`src/rtl/fetch_ctrl.sv`:
```
// Fetch controller: PC sequencing, jump redirect, halt and
// bubble injection for a small 16-bit instruction pipeline.
module fetch_ctrl #(
    parameter logic [15:0] NOP    = 16'h0000,
    parameter logic [5:0]  OP_HLT = 6'b010001
) (
    input  logic        clk,
    input  logic        reset,
    input  logic        stall,
    input  logic        stall_pm,
    input  logic [15:0] ins_in,
    output logic [7:0]  pc,
    output logic [15:0] ins_out,
    output logic        bubble,
    output logic        halted,
    output logic [7:0]  stall_cnt
);

    typedef enum logic [1:0] {
        RUN  = 2'd0,
        JUMP = 2'd1,
        HALT = 2'd2
    } state_t;

    state_t      state_q, state_d;
    logic [7:0]  pc_q, pc_d;
    logic [15:0] ins_q, ins_d;
    logic        bub_q, bub_d;
    logic        halt_q, halt_d;
    logic [7:0]  cnt_q, cnt_d;

    logic [5:0]  op;
    logic        is_jmp;
    logic        is_hlt;

    assign op     = ins_q[15:10];
    assign is_jmp = (op[5:2] == 4'b0111);
    assign is_hlt = (op == OP_HLT);

    // Next-state: halt beats jump, jump beats stall; HALT freezes all.
    always_comb begin
        state_d = state_q;
        pc_d    = pc_q;
        ins_d   = ins_q;
        bub_d   = bub_q;
        halt_d  = halt_q;
        cnt_d   = cnt_q;
        unique case (state_q)
            RUN, JUMP: begin
                ins_d = stall_pm ? NOP : ins_in;
                bub_d = stall_pm;
                if (stall && cnt_q != 8'hFF) begin
                    cnt_d = cnt_q + 8'd1;
                end
                if (is_hlt) begin
                    state_d = HALT;
                    halt_d  = 1'b1;
                    ins_d   = ins_q;
                    bub_d   = bub_q;
                end else if (state_q == RUN) begin
                    if (is_jmp) begin
                        pc_d    = ins_q[7:0];
                        state_d = JUMP;
                    end else if (!stall) begin
                        pc_d = pc_q + 8'd1;
                    end
                end else if (!is_jmp) begin
                    state_d = RUN;
                end
            end
            HALT: begin
                state_d = HALT;
            end
            default: begin
                state_d = RUN;
            end
        endcase
    end

    // State and output registers, cleared asynchronously.
    always_ff @(posedge clk or posedge reset) begin
        if (reset) begin
            state_q <= RUN;
            pc_q    <= 8'h00;
            ins_q   <= NOP;
            bub_q   <= 1'b0;
            halt_q  <= 1'b0;
            cnt_q   <= 8'h00;
        end else begin
            state_q <= state_d;
            pc_q    <= pc_d;
            ins_q   <= ins_d;
            bub_q   <= bub_d;
            halt_q  <= halt_d;
            cnt_q   <= cnt_d;
        end
    end

    assign pc        = pc_q;
    assign ins_out   = ins_q;
    assign bubble    = bub_q;
    assign halted    = halt_q;
    assign stall_cnt = cnt_q;

endmodule

```
`config.mk`:
```
export PLATFORM = sky130hd
export DESIGN_NAME = fetch_ctrl
export DESIGN_NICKNAME = d
export VERILOG_FILES = /design/src/rtl/fetch_ctrl.sv
export SDC_FILE = /design/constraint.sdc
export NUM_CORES = 1
export LEC_CHECK = 0
export CAP_MARGIN = 20
export CELL_PAD_IN_SITES_DETAIL_PLACEMENT = 1
export CELL_PAD_IN_SITES_GLOBAL_PLACEMENT = 2
export CORE_ASPECT_RATIO = 1.75
export CORE_MARGIN = 2
export CORE_UTILIZATION = 24
export CTS_CLUSTER_SIZE = 8
export DETAILED_ROUTE_END_ITERATION = 7
export PLACE_DENSITY = 0.77
export SYNTH_ARGS = -nofsm -noshare
export SYNTH_HDL_FRONTEND = slang
export SYNTH_SLANG_ARGS = --single-unit
export TNS_END_PERCENT = 50
```
`constraint.sdc`:
```
create_clock -name clk -period 1.4 [get_ports clk]
set_input_delay 0.35 -clock clk [delete_from_list [all_inputs] [get_ports clk]]
set_output_delay 0.35 -clock clk [all_outputs]
set_load 0.05 [all_outputs]
```
==> results list <==
* Clock power share: 12.5%
- Sequential share of the synthesized area: 53.0%
* Clock period minus final worst setup slack: 1.49 ns
* Post-synthesis xor/xnor area fraction: 3.61%
* Longest Clk Path Bufs: 2
* Count of flip-flops with a built-in enable after synthesis: 0
- Final global-route overflow total: 0
- Entering global routing, the biggest net connects 37 pins.
- Part of the total power dissipated in combinational logic: 63.2%
- Number of cells produced by synthesis: 178
- After detailed placement, the total cell area comes to 2970 um^2.
- Detailed placement ended at an HPWL of 3880 um.
- Dividing the detail-routed via count by the number of cells gives 4.75.
- In this run, the number of DRC markers left after iteration 0 of detailed routing was 36.
- Run status: finished, violations left
- Clock tree from TritonCTS: yes
- The worst setup path is captured at a flip-flop.
- Main combinational cell family by area after synthesis: simple AND/OR/NAND/NOR gates
- Worst slew pin tran: 0.358 ns
- IR Drop Worst-Case VDD: 1.05 mV
* Fraction of final layout cells sized beyond drive strength 1: 40.0%
- Static timing analysis puts the maximum clock frequency at 672 MHz.
- Setup violations remaining at the end of the flow were counted as 15.
* Required time at the worst-slack endpoint: 1.62 ns
- Number of synthesized register bits: 36
- The number of different library cells used by synthesis comes to 33.
- The finished layout holds 349 standard cells, fillers aside.
* Sw Pwr: 3.97 mW
* Detailed Route WL: 5260 um
- The routed layout has 1657 vias.
- Setup clock skew after layout: 0.00473 ns
- For flop-to-flop paths, the worst setup slack is -0.09 ns.
- Initial standard-cell utilization of the core: 24.8%
- Summed over all cells, the static leakage comes to 1.46 nW.
* Part of the cycle the worst path needs: 106%
* Failing checks: negative setup slack
* Setup repair after global routing missed its margin: yes
- Sequential share of power: 24.3%
* Total track usage: 14.7%
- Synth warn: 0
- The worst pin sits at a relative slew slack of 76.1%.
- Die extent in y: 115 um
- Share of flip-flops with an asynchronous set or reset after synthesis: 100%
- Power spread over the standard cell area amounts to 2800 nW/um^2.
- The tool flagged a number of max-cap violations equal to 0.
* Cell-internal power: 4.99 mW
* Inserted Clock Buffers: 5
* Die outline area: 7800 um^2
- The synthesized netlist devotes 1.47% of its cell area to adder and majority cells.
* Count of pins on the block boundary: 54
- After synthesis the cells add up to 1700 um^2.
- Commonest non-fill, non-tap cell in the layout: nand2_1
* Floorplan core area: 6860 um^2
- The number of antenna violations at the first check in global routing came to 0.
- Synth Area in Simple Gates: 25.9%
* Crit path launch type: flip-flop
* Level count of the clock H-tree: 2
- Row count: 40
* First-pass GRT wire length: 8570 um
- Antenna Diode Count: 0
- Quantity of I/O buffers inserted on ports: 53
- Arrival time reported for the critical path endpoint: 1.71 ns
- The via count of the first global-routing pass is 1740.
* Worst-path fanout max: 4
- For this run, the leading register cell type out of synthesis is dfrtp_1.
- Timing analysis after detailed placement gives a worst setup slack of -0.296 ns.
* Per-instance average area after synthesis: 9.55 um^2
- Net switching is 44.3% of the power.
- In the synthesized netlist, mux cells make up 1.25% of the area.
* Power consumption: 8.96 mW
- The clock drives 36 sinks.
- Clock root buffer master: clkbuf_16
- In this run the remaining antenna-violating nets after routing total 0.
* Total placed cells including tap cells: 338
- Path type of the worst setup path: reg -> reg
* Worst setup margin: -0.0883 ns
- In the routed design, unresolved DRC markers number 0.
- Highest-count cells in the layout ignoring fill and taps: nand2_1, buf_12, buf_4
* Net count of the mapped netlist: 200
* Area growth, synth to finish: 88.0%
* Gpl congestion: 0.739
- With fillers left out, the area of the finished cells amounts to 3200 um^2.
- In the final design database the tool counted 286 nets.
* Max Slew Vio Count: 0
- Post-synthesis compound-gate area fraction: 12.1%
- Pre-antenna DRT Iters: 4
* Final hold violations: 0
- Dividing the detail-routed wire length by the instance count gives 15.1 um.
- The die is 67.6 um wide.
* Later-pin clock latency in the skew report: 0.28 ns
- The path class of the tightest hold or removal check is in -> async.
* Clk pin slew, worst setup/hold paths: 0.06 ns
-- logic make-up (layout without fill, tap and decap cells) --
group | count (synthesis) | count (layout)
AND/OR/NAND/NOR | 87 | 87
flip-flops | 36 | 36
AO/OA/AOI/OAI | 34 | 34
buffers and inverters | 10 | 97
XOR/XNOR | 7 | 7
adder cells (fa/ha/maj) | 2 | 2
multiplexers | 2 | 2
-- per-layer routing --
layer  vias up  GRT usage, %  routed length [um]
met2        41          25.1                2900
li1        793             -                   -
met4         0          7.07                 118
met3         9          3.62                 197
met1       814          16.5                2040
met5         -             0                   0
-- metrics by stage --
stage	hold WS, ns	util (%)	TNS [ns]
2_1_floorplan	0.474	-	-2.08
3_3_place_gp	0.515	43.4	-4.08
3_5_place_dp	0.543	43.4	-4.59
4_1_cts	0.451	45.7	-0.526
5_1_grt	0.461	46.6	-2.81
6_report	0.442	46.6	-0.511
-- power groups by stage --
stage               registers (mW)  clock network [mW]  logic (mW)
floorplan                     3.61                   0        1.08
global placement              2.17                   0        5.46
detailed placement            2.19                   0        5.53
CTS                           2.17                1.16        5.58
global route                  2.26                1.20        5.97
finish                        2.18                1.12        5.66
-- final timing paths --
check / from / endpoint / depth (start not counted)
setup / recovery: ins_out[14]$_DFFE_PP0P_ / pc[0]$_DFFE_PP0P_ / 5
hold / removal: reset / stall_cnt[1]$_DFFE_PP0P_ / 3
setup reg to reg: ins_out[14]$_DFFE_PP0P_ / pc[0]$_DFFE_PP0P_ / 5
hold reg to reg: ins_out[8]$_DFFE_PP0P_ / ins_out[8]$_DFFE_PP0P_ / 2
max in group asynchronous: reset / ins_out[10]$_DFFE_PP0P_ / 3
min in group clk: ins_out[8]$_DFFE_PP0P_ / ins_out[8]$_DFFE_PP0P_ / 2
-- critical path, cell delays in order (launching register included) --
cell and delay [ns]:
dfrtp_2 0.43, nor2b_4 0.14, a21o_1 0.22, buf_6 0.13, or4_4 0.41, nand3_2 0.08
-- final cells by class --
type	count	area, um^2
clock buffer	6	139
clock inverter	2	10.0
fill	739	3660
inverter	3	11.3
multi-input combinational	132	858
sequential	36	918
tap	84	105
timing repair buffer	86	1150
-- state kept, by name (all words and copies together), names as in the netlist --
| signal | count |
|---|---|
| ins_out | 16 |
| stall_cnt | 8 |
| halted | 1 |
| state_q | 2 |
| bubble | 1 |
| pc | 8 |
-- repair_timing --
item	CTS	global route
buffers inserted	1	2
setup endpoints to repair	25	31
pin swaps	4	4
hold buffers	0	0
gates resized for setup	1	11
-- synthesized netlist by cell type, types with 2 or more instances --
cell type	number	share of area, %
clkbuf_1	5	1.1
nand3_1	9	2.6
nor2_1	7	1.5
dfrtp_1	36	53
ha_1	2	1.5
a21oi_1	9	2.6
o32ai_1	2	1.0
xor2_1	6	3.1
a31oi_1	6	2.2
nor3_1	4	1.2
nor2b_1	2	0.74
nand3b_1	12	5.3
a21o_1	2	0.88
inv_1	3	0.66
nand4_1	3	1.1
nand2_1	43	9.5
o21ai_1	4	1.2
nand2b_1	3	1.1
o21ai_0	5	1.5
o22ai_1	2	0.74
Power figures use the tool's default switching activity.
